--- config.mk ---
export PLATFORM = sky130hd
export DESIGN_NAME = serial_subtractor
export DESIGN_NICKNAME = d
export VERILOG_FILES = /design/src/rtl/serial_subtractor_pkg.sv /design/src/rtl/full_subtractor_bit.sv /design/src/rtl/half_subtractor.sv /design/src/rtl/serial_subtractor.sv
export SDC_FILE = /design/constraint.sdc
export NUM_CORES = 1
export LEC_CHECK = 0
export ABC_AREA = 0
export CAP_MARGIN = 30
export CORE_ASPECT_RATIO = 1.75
export CORE_MARGIN = 10
export CORE_UTILIZATION = 48
export DETAILED_ROUTE_END_ITERATION = 16
export PLACE_DENSITY = 0.8
export SYNTH_ARGS = -nofsm -noshare
export SYNTH_HDL_FRONTEND = slang
export SYNTH_SLANG_ARGS = --single-unit
--- constraint.sdc ---
create_clock -name clk -period 1.8 [get_ports clk]
set_clock_uncertainty 0.2 [all_clocks]
set_input_delay 0.36 -clock clk [delete_from_list [all_inputs] [get_ports clk]]
set_output_delay 0.36 -clock clk [all_outputs]
set_load 0.02 [all_outputs]
--- src/rtl/serial_subtractor_pkg.sv ---
// Shared definitions for the bit-serial subtractor: FSM state encoding and
// the default operand width.
package serial_subtractor_pkg;

    localparam int DEFAULT_WIDTH = 8;

    typedef enum logic [1:0] {
        IDLE  = 2'd0,
        SHIFT = 2'd1,
        DONE  = 2'd2
    } state_t;

endpackage

--- src/rtl/full_subtractor_bit.sv ---
// One full-subtractor bit slice (x - y - bin) built from two half-subtractor
// cells; the two partial borrows are ORed to form the slice borrow.
module full_subtractor_bit (
    input  logic x,
    input  logic y,
    input  logic bin,
    output logic d,
    output logic bout
);

    logic d1;
    logic b1;
    logic b2;

    half_subtractor u_hs0 (
        .x      (x),
        .y      (y),
        .diff   (d1),
        .borrow (b1)
    );

    // Second cell subtracts the incoming borrow from the partial difference;
    // its borrow equals ~(x^y) & bin.
    half_subtractor u_hs1 (
        .x      (d1),
        .y      (bin),
        .diff   (d),
        .borrow (b2)
    );

    assign bout = b1 | b2;

endmodule

--- src/rtl/half_subtractor.sv ---
// Combinational half-subtractor cell: diff = x - y, borrow when x < y.
module half_subtractor (
    input  logic x,
    input  logic y,
    output logic diff,
    output logic borrow
);

    assign diff   = x ^ y;
    assign borrow = ~x & y;

endmodule

--- src/rtl/serial_subtractor.sv ---
// Bit-serial WIDTH-bit subtractor: diff = a - b, one bit per clock, LSB first.
// A single full_subtractor_bit slice is reused every cycle with the borrow
// held in a register between slices.
//
// Optional feature macro: SERIAL_SUB_OVERFLOW_EN adds the signed overflow
// output, computed during the MSB slice.
//
// Handshake: start is sampled on any edge where busy=0 (IDLE or DONE); that
// edge captures a/b. busy stays high for WIDTH cycles, then done pulses for
// one cycle with diff/borrow_out (and overflow) valid. start while busy=1 is
// ignored. Results hold until the next accepted start.
//
// fsm_state mirrors the internal state (IDLE=0, SHIFT=1, DONE=2) for debug.
module serial_subtractor
    import serial_subtractor_pkg::*;
#(
    parameter int WIDTH = DEFAULT_WIDTH
) (
    input  logic             clk,
    input  logic             rst,
    input  logic             start,
    input  logic [WIDTH-1:0] a,
    input  logic [WIDTH-1:0] b,
    output logic             busy,
    output logic             done,
    output logic [WIDTH-1:0] diff,
    output logic             borrow_out,
    output logic [1:0]       fsm_state
`ifdef SERIAL_SUB_OVERFLOW_EN
    ,
    output logic             overflow
`endif
);

    localparam int CW = $clog2(WIDTH);
    localparam logic [CW-1:0] LAST = CW'(WIDTH - 1);

    state_t           state;
    state_t           state_nx;
    logic [WIDTH-1:0] a_sh;
    logic [WIDTH-1:0] b_sh;
    logic             brw;
    logic [CW-1:0]    cnt;
    logic             accept;
    logic             x;
    logic             y;
    logic             d;
    logic             bout;

    assign x      = a_sh[0];
    assign y      = b_sh[0];
    assign accept = start && (state != SHIFT);

    full_subtractor_bit u_bit (
        .x    (x),
        .y    (y),
        .bin  (brw),
        .d    (d),
        .bout (bout)
    );

    // State register.
    always_ff @(posedge clk or posedge rst) begin
        if (rst) begin
            state <= IDLE;
        end else begin
            state <= state_nx;
        end
    end

    // Next-state logic: a start in DONE goes straight back to SHIFT.
    always_comb begin
        state_nx = state;
        case (state)
            IDLE:    if (start) state_nx = SHIFT;
            SHIFT:   if (cnt == LAST) state_nx = DONE;
            DONE:    state_nx = start ? SHIFT : IDLE;
            default: state_nx = IDLE;
        endcase
    end

    // Datapath: capture operands on accept, shift one slice per SHIFT cycle.
    always_ff @(posedge clk or posedge rst) begin
        if (rst) begin
            a_sh <= '0;
            b_sh <= '0;
            brw  <= 1'b0;
            cnt  <= '0;
            diff <= '0;
        end else if (accept) begin
            a_sh <= a;
            b_sh <= b;
            brw  <= 1'b0;
            cnt  <= '0;
        end else if (state == SHIFT) begin
            a_sh <= a_sh >> 1;
            b_sh <= b_sh >> 1;
            brw  <= bout;
            diff <= {d, diff[WIDTH-1:1]};
            // Counter parks at LAST so it never wraps.
            if (cnt != LAST) begin
                cnt <= cnt + CW'(1);
            end
        end
    end

`ifdef SERIAL_SUB_OVERFLOW_EN
    // Signed overflow: operand signs differ and result sign differs from a.
    always_ff @(posedge clk or posedge rst) begin
        if (rst) begin
            overflow <= 1'b0;
        end else if (!accept && (state == SHIFT) && (cnt == LAST)) begin
            overflow <= (x ^ y) & (x ^ d);
        end
    end
`endif

    assign busy       = (state == SHIFT);
    assign done       = (state == DONE);
    assign borrow_out = brw;
    assign fsm_state  = state;

endmodule

# Yosys cells after proc, flatten, opt, wreduce, memory -nomap -nowiden
# Index checks and enable logic that the tools add are counted.
[word_totals]
register_bits = 30
in_bits = 19
out_inout_bits = 13
elab_cells = 42
[classes]
addsub = 1
eq_ne = 7
n_mux = 13
bitwise_logic = 8
n_reduce_logical = 7
[ops]
columns = ["cell", "count"]
rows = [
  ["$mux 8", 4],
  ["$mux 3", 3],
  ["$pmux 2 s3", 1],
  ["$reduce_and 2->1", 3],
  ["$mux 2", 2],
  ["$ne 2x1->1 const B", 2],
  ["$reduce_bool 2->1", 2],
  ["$add 3x1->3 const B", 1],
  ["$eq 3x3->1 const B", 1],
  ["$mux 1", 3],
  ["$ne 3x3->1 const B", 1],
  ["$not 1->1", 3],
  ["$and 1x1->1", 2],
  ["$eq 2x1->1 const B", 1],
  ["$eq 2x2->1 const B", 1],
  ["$logic_not 2->1", 1],
  ["$ne 2x2->1 const B", 1],
  ["$xor 1x1->1", 2],
  ["$logic_and 1x1->1", 1],
  ["$or 1x1->1", 1],
]

# Depth between registers and ports, before layout
# Gate-level depths: netlist of run 1.
[logic_depth]
ltp_word = 6
mapped_depth = 6
mapped_depth_nobuf = 5

# By module
# Synthesis of run 1 repeated with hierarchy kept, for this count alone.
[hier_totals]
cells_unflattened = 135
hier_area_um2 = 1395.1
[by_module_without_submodules]
columns = ["module", "n_inst", "cells_each", "area_per_inst_um2", "seq_area_each_um2"]
rows = [
  ["serial_subtractor", 1, 128, 1348.8, 750.7],
  ["half_subtractor", 2, 3, 20.0, 0.0],
  ["full_subtractor_bit", 1, 1, 6.3, 0.0],
]

# Worst setup path before layout of run 1
# Ideal clock, no wire load.
[synth_path]
path_type = "register to output"
startpoint = "reg state[1] (netlist: fsm_state[1])"
endpoint = "out busy"
arrival_ns = 0.996
t_required_ns = 1.240
setup_slack_ns = 0.244
stages_incl_launch_ff = 5
path_buffers = 2
cell_sequence = "dfrtp_1 > nand2b_1 > buf_6 > inv_2 > buf_4"
[synth_between]
elab_chain_len = 1
[synth_lines]
columns = ["element", "line_no", "source"]
rows = [
  ["start, declared", "serial_subtractor.sv:38", "state_t state;"],
  ["start signal, assigned", "serial_subtractor.sv:67", "state <= state_nx;"],
  ["$eq 2x1->1", "serial_subtractor.sv:118", "assign busy = (state == SHIFT);"],
  ["end, declared", "serial_subtractor.sv:24", "output logic busy,"],
]
# Every way passes these cells.

# Final worst setup path of run 1
[layout_path]
startpoint = "reg state[0] (netlist: fsm_state[0])"
endpoint = "out done"
[layout_between]
elab_chain_len = 1
[layout_lines]
columns = ["element", "line_no", "source"]
rows = [
  ["$eq 2x2->1", "serial_subtractor.sv:119", "assign done = (state == DONE);"],
  ["end, declared", "serial_subtractor.sv:25", "output logic done,"],
]
# Every way passes these cells.

==> results of run 1 <==
[logic make-up (layout without fill, tap and decap cells)]
| family | after synthesis | in the layout |
|---|---|---|
| and+or+nand+nor | 49 | 49 |
| DFF | 30 | 30 |
| AOI/OAI and AO/OA | 19 | 19 |
| muxes | 18 | 18 |
| buffers and inverters | 12 | 48 |
| adders and majority gates | 3 | 3 |
[layer usage]
| metal | vias to the layer above | track usage [%] | wire length (µm) |
|---|---|---|---|
| li1 | 500 | - | - |
| met1 | 463 | 11.3 | 1100 |
| met2 | 29 | 16.8 | 1350 |
| met3 | 7 | 5.07 | 195 |
| met4 | 0 | 6.20 | 68 |
| met5 | - | 0 | 0 |
[layout make-up]
type	instances	area [µm²]	area share (%)
sequential	30	751	43.0
multi-input combinational	89	527	30.2
timing repair buffer	36	328	18.8
clock buffer	7	86.3	4.95
tap	27	33.8	1.94
inverter	4	15.0	0.860
clock inverter	1	5.00	0.287
[synthesized netlist by cell type, drive strengths merged]
library cell	n
mux2i	18
inv	4
nand2b	1
nor2b	1
nand2	38
clkbuf	1
nand3	3
a31o	2
ha	2
fa	1
and2	1
dfrtp	30
o22ai	1
or3	1
buf	7
nor2	4
o21ai	16
[worst max-delay path: stages (launching register included)]
cell	delay (ns)
dfrtp_1	0.41
nor2b_1	0.10
dlygate4sd2_1	0.34
[per-stage QoR]
step / utilization (%) / setup WS (ns)
6_report: 64.1 / 0.107
5_1_grt: 64.1 / 0.0425
4_1_cts: 64.3 / 0.00636
3_5_place_dp: 61.5 / 0.0395
3_3_place_gp: 61.5 / 0.0614
2_1_floorplan: - / 0.244
[state kept, by name (all words and copies together), names as in the netlist]
signal / count
b_sh: 8
borrow_out: 1
a_sh: 8
fsm_state: 2
cnt: 3
diff: 8
[where the power goes]
group,internal [W],switching [W],leakage (nW)
Sequential,0.000954,0.000174,0.383
Combinational,0.000427,0.000611,0.456
Clock,0.000308,0.000243,0.0482
Total,0.00169,0.00103,0.887
[worst max-delay path by stage]
stage                     depth (start not counted)             endpoint  slack (ns)                      from
after floorplan                                   4                 busy        0.24  fsm_state[1]$_DFFE_PP0P_
after global placement                            3                 busy        0.06  fsm_state[1]$_DFFE_PP0P_
after detailed placement                          4  b_sh[1]$_DFFE_PP0P_        0.04                     start
after CTS                                         3                 busy       0.006  fsm_state[1]$_DFFE_PP0P_
after global routing                              2                 done        0.04  fsm_state[0]$_DFFE_PP0P_
final                                             2                 done        0.11  fsm_state[0]$_DFFE_PP0P_
[what timing repair did]
| item | in CTS | in global routing |
|---|---|---|
| setup endpoints to repair | 13 | 1 |
| pin swaps | 0 | 0 |
| gates resized for setup | 13 | 2 |
| hold endpoints to repair | 0 | 0 |
| buffers inserted | 0 | 0 |
==> run summary, run 1 <==
Pre-Repair DR Iteration Count -> 4
# nets final -> 188
Die area -> 5440 µm²
Most frequent cells in the layout -> 38 x nand2_1, 30 x dfrtp_1, 18 x mux2i_1, 18 x clkdlybuf4s50_1, 14 x o21ai_0
Synthesized Nets -> 153
CTS Buf Count -> 5
DRC -> 0
Synth Register Bits -> 30
Commonest non-fill, non-tap cell in the layout -> nand2_1
Synth area leaders -> dfrtp_1 55%, mux2i_1 13%, nand2_1 10%
Mux share of post-synthesis cell area -> 13.3%
Largest net degree at the start of global routing -> 42
H-tree levels -> 2
Root Buffer -> clkbuf_8
Initial antenna violation count -> 0
Die width -> 60.2 µm
Final hold violation count -> 0
Max Slew Vio Count -> 0
Mapped Cells -> 131
Hold_ws -> 0.243 ns
Fraction of the mapped netlist area in adder cells -> 3.31%
# setup viols final -> 0
Max-cap violation count -> 0
Ant diodes -> 0
ANT nets after route -> 0
PD cells -> 1560 nW/µm²
Leakage -> 0.887 nW
Number of global-route vias before repair -> 1003
Chip height -> 90.4 µm
Yosys warns -> 0
Fmax -> 591 MHz
Tot GR Track Use -> 10.8%
TritonCTS clock tree -> done
Total Negative Setup Slacks -> 0 ns
Compound-cell area share of the yosys netlist -> 7.64%
Number of cell rows -> 25
Slew @ Worst Pin -> 0.374 ns
Clk sink count -> 30
Clock latency at the later pin of the worst-skew pair -> 0.28 ns
RR Endpoint -> cnt[1]$_DFFE_PP0P_
Post-layout min period -> 1.69 ns
Synth area leader -> dfrtp_1
R2R Setup Slk -> 0.19 ns
Core area -> 2720 µm²
Fillers -> 240
Dpl cells -> 186
PortBufs -> 31
Worst hold path class -> input port to async pin
Global-route wire length before repair -> 4.55 mm
Crit path arrival time -> 1.13 ns
Post-Route WL -> 2.71 mm
RSZ-0062 raised after global routing -> false
Netlist Area Pre-Place -> 1360 µm²
Final Wtd Congestion -> 0.717
Worst setup EP type -> output pin
Max FO, Critical Path -> 4
Post-synthesis xor/xnor area fraction -> 0%
Fin cells -> 194
Final Power -> 0.00272 W
Worst EP required -> 1.24 ns
Slew headroom -> 75.0%
Detailed Route Iter0 Violations -> 12
Max IR drop VDD -> 784 µV
WS Path Type -> flop to output pin
Post-synthesis sequential area ratio -> 55.2%
# IOs -> 32
Placed wire-length estimate -> 2.03 mm
Worst setup SP type -> flop
Clock-pin slew on the worst setup and hold paths -> 0.06 ns
Synthesis-to-finish area growth -> 28.5%
Largest family of logic cells by synthesized area -> simple AND/OR/NAND/NOR gates
Grt total ovfl -> 0
# hold bufs at CTS -> 0
Part of the cycle the worst path needs -> 94.0%
Vias/cell -> 5.15
Layout cell share with drive strength beyond 1 -> 9.58%
Critical R2R Launch -> cnt[0]$_DFFE_PP0P_
Initial core utilization -> 49.9%
Routed via count -> 999
Post-route cell area -> 1750 µm²
DR WL/cell -> 14.0 µm
Mean Syn Cell Area -> 10.4 µm²
Simple-Gate Fraction of Synth Area -> 14.5%
Top cell type's share of synthesized area -> 55.2%
Status -> finished clean
Clock buffer depth -> 2
Synth cell types -> 21
Post-DP Area -> 1670 µm²
Worst Reg-to-Reg Cells -> 5
Note: power is estimated with default switching activity, not from simulation.
==> inputs of run 2 (changes only) <==
CAP_MARGIN = unset   (was 30)
CORE_UTILIZATION = 38   (was 48)
PLACE_DENSITY = 0.67   (was 0.8)
==> run summary, run 2 (synthesis results as in run 1) <==
Max-cap violation count -> 0 (unchanged)
Number of cell rows -> 28 (+12%)
Detailed Route Iter0 Violations -> 54 (+42)
Worst setup startpoint -> fsm_state[0]$_DFFE_PP0P_
CTS Buf Count -> 5 (unchanged)
Max IR drop VDD -> 795 µV (+1.5%)
Synthesis-to-finish area growth -> 34.3%
PD cells -> 1660 nW/µm² (+6.9%)
H-tree levels -> 2 (unchanged)
Fillers -> 350 (+46%)
Die width -> 65.2 µm (+8.3%)
Max FO, Critical Path -> 4 (unchanged)
Post-layout min period -> 1.68 ns (-0.0104 ns)
Pre-Repair DR Iteration Count -> 4 (unchanged)
Final hold violation count -> 0 (unchanged)
CP bufs+invs -> 1 (unchanged)
Clock latency at the later pin of the worst-skew pair -> 0.28 ns (about the same)
Max Slew Vio Count -> 0 (unchanged)
ANT nets after route -> 0 (unchanged)
WS Path Type -> flop to output pin
Clock-pin slew on the worst setup and hold paths -> 0.06 ns (about the same)
# setup viols final -> 0 (unchanged)
Status -> finished clean
Slew @ Worst Pin -> 0.370 ns (-0.00445 ns)
Number of global-route vias before repair -> 1033 (+3.0%)
Crit-path max cell delay -> 0.40 ns (about the same)
DR WL/cell -> 14.1 µm (+0.70%)
Core area -> 3430 µm² (+26%)
PortBufs -> 31 (unchanged)
Worst setup EP type -> output pin
Grt total ovfl -> 0 (unchanged)
# nets final -> 187 (-0.53%)
Root Buffer -> clkbuf_8
Total Negative Setup Slacks -> 0 ns (unchanged)
Initial antenna violation count -> 0 (unchanged)
Global-route wire length before repair -> 4.97 mm (+9.2%)
Critical R2R Launch -> cnt[0]$_DFFE_PP0P_
Crit path arrival time -> 1.12 ns (about the same)
Post-CTS Setup Inserts -> 0 (unchanged)
Leakage -> 0.910 nW (+2.6%)
Routed via count -> 1013 (+1.4%)
RSZ-0062 raised after global routing -> false
Largest registers -> a_sh x8, b_sh x8, diff x8
Worst setup SP type -> flop
Worst EP required -> 1.24 ns (about the same)
Hold_ws -> 0.0345 ns (-0.209 ns)
Post-Route WL -> 2.97 mm (+9.5%)
Chip height -> 99.1 µm (+9.6%)
Family with the most delay on the worst path -> flip-flops
Setup Slack @ Placement -> 0.0329 ns (-0.00661 ns)
Slew headroom -> 75.3% (+0.30 points)
Placed wire-length estimate -> 2.14 mm (+5.5%)
Commonest non-fill, non-tap cell in the layout -> nand2_1
Layout cell share with drive strength beyond 1 -> 9.64% (+0.058 points)
Worst hold path class -> input port to async pin
Fmax -> 594 MHz (+0.62%)
CP max stage cell -> dfrtp_1
Setup WS post-layout -> 0.118 ns (+0.0104 ns)
# IOs -> 32 (unchanged)
Initial core utilization -> 39.6% (-10 points)
# hold bufs at CTS -> 0 (unchanged)
Clock buffer depth -> 2 (unchanged)
Die area -> 6460 µm² (+19%)
Final Wtd Congestion -> 0.687 (-4.2%)
Tot GR Track Use -> 9.82% (-0.99 points)
Largest net degree at the start of global routing -> 42 (unchanged)
Part of the cycle the worst path needs -> 93.5% (-0.58 points)
TritonCTS clock tree -> done
Final Util -> 53.1% (-11 points)
DRC -> 0 (unchanged)
Final Power -> 0.00303 W (+12%)
Vias/cell -> 4.80 (-6.8%)
CP Cell Sequence -> nor2b_1 -> dlygate4sd2_1
Ant diodes -> 0 (unchanged)
Most frequent cells in the layout -> 38 x nand2_1, 30 x dfrtp_1, 18 x mux2i_1, 18 x clkdlybuf4s50_1, 14 x o21ai_0
Clk sink count -> 30 (unchanged)
-- run 2: cell count changes in the layout (fill, tap and decap cells not counted), sizes merged --
| cell | before | now |
|---|---|---|
| buf | 5 | 4 |
| clkbuf | 8 | 7 |
| bufinv | 0 | 2 |
| clkinv | 1 | 0 |
-- run 2: through the flow --
step                cell area [µm²]  cells
floorplan                      1360    131
global placement               1700    203
detailed placement             1700    203
CTS                            1830    211
global route                   1820    211
finish                         1820    211
-- run 2: routing by layer --
layer	up-vias	GRT usage, %	wire length (µm)
li1	503	-	-
met1	481	11.2	1230
met2	25	14.8	1460
met3	4	4.38	213
met4	0	5.46	65
met5	-	0	0
-- run 2: layout make-up --
class	instances	area, µm²	area share, %
clock buffers	6	82.6	4.53
inverters	4	15.0	0.823
repair buffers	35	333	18.2
well taps	45	56.3	3.09
multi-input cells	89	527	28.9
flip-flops and latches	30	751	41.2
clock inverters	2	60.1	3.29
-- run 2: path summary, 6_finish.rpt --
| kind | slack [ns] | end | cells past startpoint |
|---|---|---|---|
| worst min-delay path | 0.03 | diff[0]$_DFFE_PP0P_ | 2 |
| worst max register to register | 0.17 | cnt[2]$_DFFE_PP0P_ | 5 |
| min in group clk | 0.28 | diff[0]$_DFFE_PP0P_ | 2 |
| worst min register to register | 0.28 | diff[0]$_DFFE_PP0P_ | 2 |
| max in group asynchronous | 0.82 | a_sh[3]$_DFFE_PP0P_ | 3 |
| worst max-delay path | 0.12 | done | 2 |
-- run 2: where the power goes --
group          total (W)  switching [W]  internal, W
logic            0.00106       0.000632     0.000432
clock network   0.000844       0.000254     0.000590
registers        0.00113       0.000172     0.000954
total            0.00303        0.00106      0.00198
-- run 2: repair_timing --
item | CTS | global route
gates resized for setup | 14 | 1
endpoints found under the hold margin | 0 | 0
endpoints found under the setup margin | 13 | 1
==> variant 1 (settings of run 2) <==
The package constant `DEFAULT_WIDTH` goes from 8 to 32.
--- a/src/rtl/serial_subtractor_pkg.sv
+++ b/src/rtl/serial_subtractor_pkg.sv
@@ -2,7 +2,7 @@
 // the default operand width.
 package serial_subtractor_pkg;
 
-    localparam int DEFAULT_WIDTH = 8;
+    localparam int DEFAULT_WIDTH = 32;
 
     typedef enum logic [1:0] {
         IDLE  = 2'd0,
Interface: changed (resized a, b and diff); port bits go from 32 to 104. No check against the original RTL was run, so the function may have changed too.
==> variant 1 against run 2 <==
The flow now finishes with violations (setup timing). Power rose to 2.8 times the old value. Final area rose to 3.3 times the old value. Worst hold slack better by 230 ps. Maximum frequency down 7.2%. Via count rose to 3.3 times the old value. Sequential cell count up 74. Wire length rose to 3.5 times the old value. Synthesized cell count rose to 3.4 times the old value. First-iteration DRC count up 150%. Area after synthesis rose to 3.3 times the old value. Worst setup slack worse by 130 ps. Critical path type is now register to register. Largest cell class unchanged. Highest routed layer unchanged.
==> variant 1: results (changes against run 2) <==
Min path
  – Worst Hold Class: input pin to asynchronous set/reset pin

Final layout
  – Share of layout cells above drive strength 1: 0.08259 (-0.01380)
  – Top flop regs: a_sh (32), b_sh (32), diff (32)
  – Ant diodes: 0 (unchanged)
  – Fin nets: 622 (+230%)

Synth
  – Top post-synthesis cells by area: dfrtp_1 (58%), mux2i_1 (14%), nand2_1 (13%)
  – Yosys cell types: 29 (+38%)
  – Register area share after synthesis: 0.5771 (+0.02465)
  – Yosys warns: 0 (unchanged)
  – Net count after synthesis: 518 (+240%)
  – List of most frequent post-synthesis cells: nand2_1 (159), dfrtp_1 (104), mux2i_1 (64)
  – Top FF cell, synth: dfrtp_1
  – Synth async-reset ratio: 1.000 (unchanged)

GRT
  – Met1 GRT Util: 0.1464 (+0.03428)
  – Vias in the first global route: 3562 (+240%)
  – Initial antenna violation count: 0 (unchanged)
  – First-pass GRT wire length: 17.38 mm (+250%)
  – GRT Util Overall: 0.1302 (+0.03194)
  – GR met3 Demand/Resource: 0.03492 (-0.008902)
  – GR Util met2: 0.2216 (+0.07371)
  – GR peak layer: met2
  – Largest net degree at the start of global routing: 78 (+86%)

Clock network
  – Reg clk slew, reported paths: 70 ps
  – Clock insertion delay at the later pin of the skew report: 340 ps (+60 ps)
  – H-tree levels: 3 (+1)
  – Root Buffer: clkbuf_16
  – CTS buffer count: 9 (+4)

Critical path
  – R2R depth: 6 (+1)
  – Reg2reg start: cnt[0]
  – Crit Reg-Reg Endpoint: cnt[3]
  – WP data arrival: 1880 ps (+760 ps)
  – Crit-path max FO: 4 (unchanged)

Pwr
  – Peak supply drop: 564.1 uV (-29%)
  – Leak: 3.040 nW (+230%)

Drt
  – Via count: 3371 (+230%)
  – DRT Wirelength: 10.48 mm (+250%)
  – Initial DRT Pass Iterations: 6 (+2)
  – Starting DRT DRC Count: 133 (+150%)

Status
  – Status: complete, but fails checks
  – Failing checks: setup timing

STA
  – Setup ws final: -12.89 ps (-130.5 ps)
  – Final setup viols: 1 (+1)
  – Total negative slack: -12.89 ps (-12.89 ps)
  – Worst slew pin tran: 380.9 ps (+10.92 ps)

Placed design
  – # port buffers: 103 (+230%)
  – Detailed Place HPWL: 7.665 mm (+260%)
  – GP Congestion: 0.8157 (+19%)
  – Dpl cell area: 5759 um^2 (+240%)

Run
  – Max-cap violations: 0 (unchanged)
-- variant 1: how the worst max path moves through the flow --
stage | start | cells past startpoint | to | slack, ps
2_1_floorplan | rst | 1 | a_sh[0] | -6
3_3_place_gp | fsm_state[1] | 3 | busy | 20
3_5_place_dp | cnt[0] | 6 | cnt[3] | -20
4_1_cts | fsm_state[1] | 3 | done | 3
5_1_grt | cnt[0] | 6 | cnt[3] | -70
6_report | cnt[0] | 6 | cnt[3] | -10
-- variant 1: stage by stage --
stage,cells,hold slack [ps],setup slack (ps)
global route,692,285.4,-72.15
floorplan,448,249.2,-5.554
CTS,692,273.5,2.985
global placement,674,260.7,19.78
finish,692,265.6,-12.89
detailed placement,674,266.4,-23.30
-- variant 1: kinds of logic (layout without fill, tap and decap cells) --
logic type               count (synthesis)  after routing  share of synthesized area
AND/OR/NAND/NOR                        171            171                     0.1485
AO/OA/AOI/OAI                           70             70                    0.07991
flip-flops                             104            104                     0.5771
adder cells (fa/ha/maj)                  3              3                   0.009988
buffers and inverters                   34            143                    0.03662
multiplexers                            66             66                     0.1479
-- variant 1: power by group --
group,switching (W),internal (W),leakage [nW]
clock,0.000822,0.00111,0.145
combinational,0.00156,0.00119,1.56
sequential,0.000570,0.00325,1.34
total,0.00295,0.00556,3.04
-- variant 1: repair_timing --
action                     in CTS  in global routing
buffers inserted                2                  0
resized for setup              44                  4
gates cloned                    0                  0
hold buffers                    0                  0
setup endpoints to repair      39                  4
-- variant 1: layout make-up --
class,count,area [um^2]
clock buffer,11,242.7
clock inverter,5,56.30
fill,1110,5535
inverter,5,25.02
multi-input combinational,310,1770
sequential,104,2603
tap,135,168.9
timing repair buffer,122,1180
-- variant 1: metal layers --
layer  vias to the layer above  part of all wire
li1                       1682                 -
met1                      1610              0.40
met2                        70              0.53
met3                         9             0.050
met4                         0             0.017
met5                         -                 0
-- variant 1: worst max-delay path, stage by stage, from the launching register on --
cell and delay (ps):
dfrtp_1 400, ha_2 200, and3_4 190, ha_4 170, nand4b_1 180, or3_1 330
nand3_1 90
==> variant 2 (flow settings as in run 2) <==
Made on the original files. Register the outputs `busy` and `done`, with the module's reset; this adds one clock of latency there. The other outputs are not delayed to match. Comments in the files are not updated.
--- a/src/rtl/serial_subtractor.sv
+++ b/src/rtl/serial_subtractor.sv
@@ -115,8 +115,15 @@
     end
 `endif
 
-    assign busy       = (state == SHIFT);
-    assign done       = (state == DONE);
+    always_ff @(posedge clk or posedge rst) begin
+        if (rst) begin
+            busy <= '0;
+            done <= '0;
+        end else begin
+            busy <= (state == SHIFT);
+            done <= (state == DONE);
+        end
+    end
     assign borrow_out = brw;
     assign fsm_state  = state;
 
Function: changed (a bounded check fails within 4 cycles, from zero or initial values and one cycle with rst high).
==> variant 2 against run 2 <==
Die area rose by 2.9%. Area after synthesis increased by 3.9%. Worst setup slack worse by 71 ps. Power down 7.6%. Synthesized cell count is 1.5% lower. Sequential cell count is 2 higher. Register-to-register slack better by 90 ps. Count of clock-buffer cells in the layout up 2. Global-route usage decreased by 0.66 points. Wire length fell by 6.3%. Final area increased by 0.34%.
==> variant 2: results (changes against run 2) <==
Synth
  – Register area share after synthesis: 0.5674 (+0.01489)
  – Multiplexer share of the synthesized area: 0.1277 (-0.004937)
  – Top post-synthesis cells by area: dfrtp_1 (57%), mux2i_1 (13%), nand2_1 (10%)
  – Net count after synthesis: 151 (-1.3%)
  – List of most frequent post-synthesis cells: nand2_1 (38), dfrtp_1 (32), mux2i_1 (18)
  – Synth Area in Adders: 0.03191 (-0.001234)
  – Cells after Synth: 129 (-1.5%)
  – Synth Area in Compound Gates: 0.07979 (+0.003360)

Critical path
  – Max incr delay on CP: 600 ps (+200 ps)
  – Crit-path max FO: 1 (-3)
  – WP data arrival: 1190 ps (+70 ps)
  – Crit-path slowest cell: clkdlybuf4s50_1
  – Crit path max-delay family: buffers and inverters

Status
  – Status: finished clean

GRT
  – GRT Util Overall: 0.09160 (-0.006639)
  – Vias in the first global route: 1069 (+3.5%)
  – GR met3 Demand/Resource: 0.03675 (-0.007072)
  – Largest net degree at the start of global routing: 33 (-21%)
  – GR Util met2: 0.1525 (+0.004542)
  – Met1 GRT Util: 0.09115 (-0.02100)
  – First-pass GRT wire length: 4.712 mm (-5.3%)
  – Initial antenna violation count: 0 (unchanged)

Drt
  – DRT Wirelength: 2.780 mm (-6.3%)
  – Vias/cell: 4.767 (-0.71%)
  – Initial DRT Pass Iterations: 3 (-1)
  – Via count: 1001 (-1.2%)
  – Met2 WL: 1.422 mm (-2.3%)
  – Starting DRT DRC Count: 27 (-50%)
  – Met3 wire length: 178 um (-16%)

Placed design
  – Pre-CTS WS: 78.10 ps (+45.23 ps)
  – Dpl cell area: 1748 um^2 (+2.7%)
  – GP Congestion: 0.6705 (-2.4%)
  – Detailed Place HPWL: 2.077 mm (-2.9%)
  – Placed insts: 202 (-0.49%)

Pwr
  – Internal: 0.001754 W (-11%)
  – Leak: 0.9086 nW (-0.14%)
  – Clock net power: 0.000558 W (-34%)
  – Comb power frac: 0.375 (+0.024)
  – Switching share of power: 0.3742 (+0.02543)

STA
  – Slew HR: 0.7392 (-0.01419)

Final layout
  – Fill count: 333 (-4.9%)
  – Design Area, Final: 1831 um^2 (+0.34%)
  – Fin nets: 185 (-1.1%)
  – Share of layout cells above drive strength 1: 0.06707 (-0.02931)
## variant 2: repair_timing
action                                 in CTS  in global routing
gates cloned                                0                  0
setup buffers                               0                  0
setup endpoints to repair                  10                  2
gates resized for setup                    10                  2
endpoints found under the hold margin       0                  0
## variant 2: layout make-up
| type | count | share of cell area |
|---|---|---|
| well taps | 46 | 0.03144 |
| multi-input cells | 86 | 0.2878 |
| clock buffers | 8 | 0.04921 |
| inverters | 4 | 0.009569 |
| flip-flops and latches | 32 | 0.4375 |
| repair buffers | 34 | 0.1846 |
## variant 2: final timing paths
path / slack [ps] / from / cells after the start / endpoint
max: 50 / done / 1 / done
min: 250 / rst / 3 / busy
max reg2reg: 260 / cnt[0] / 4 / cnt[0]
min reg2reg: 270 / diff[0] / 2 / diff[0]
max in group asynchronous: 860 / rst / 3 / diff[1]
min in group clk: 270 / diff[0] / 2 / diff[0]
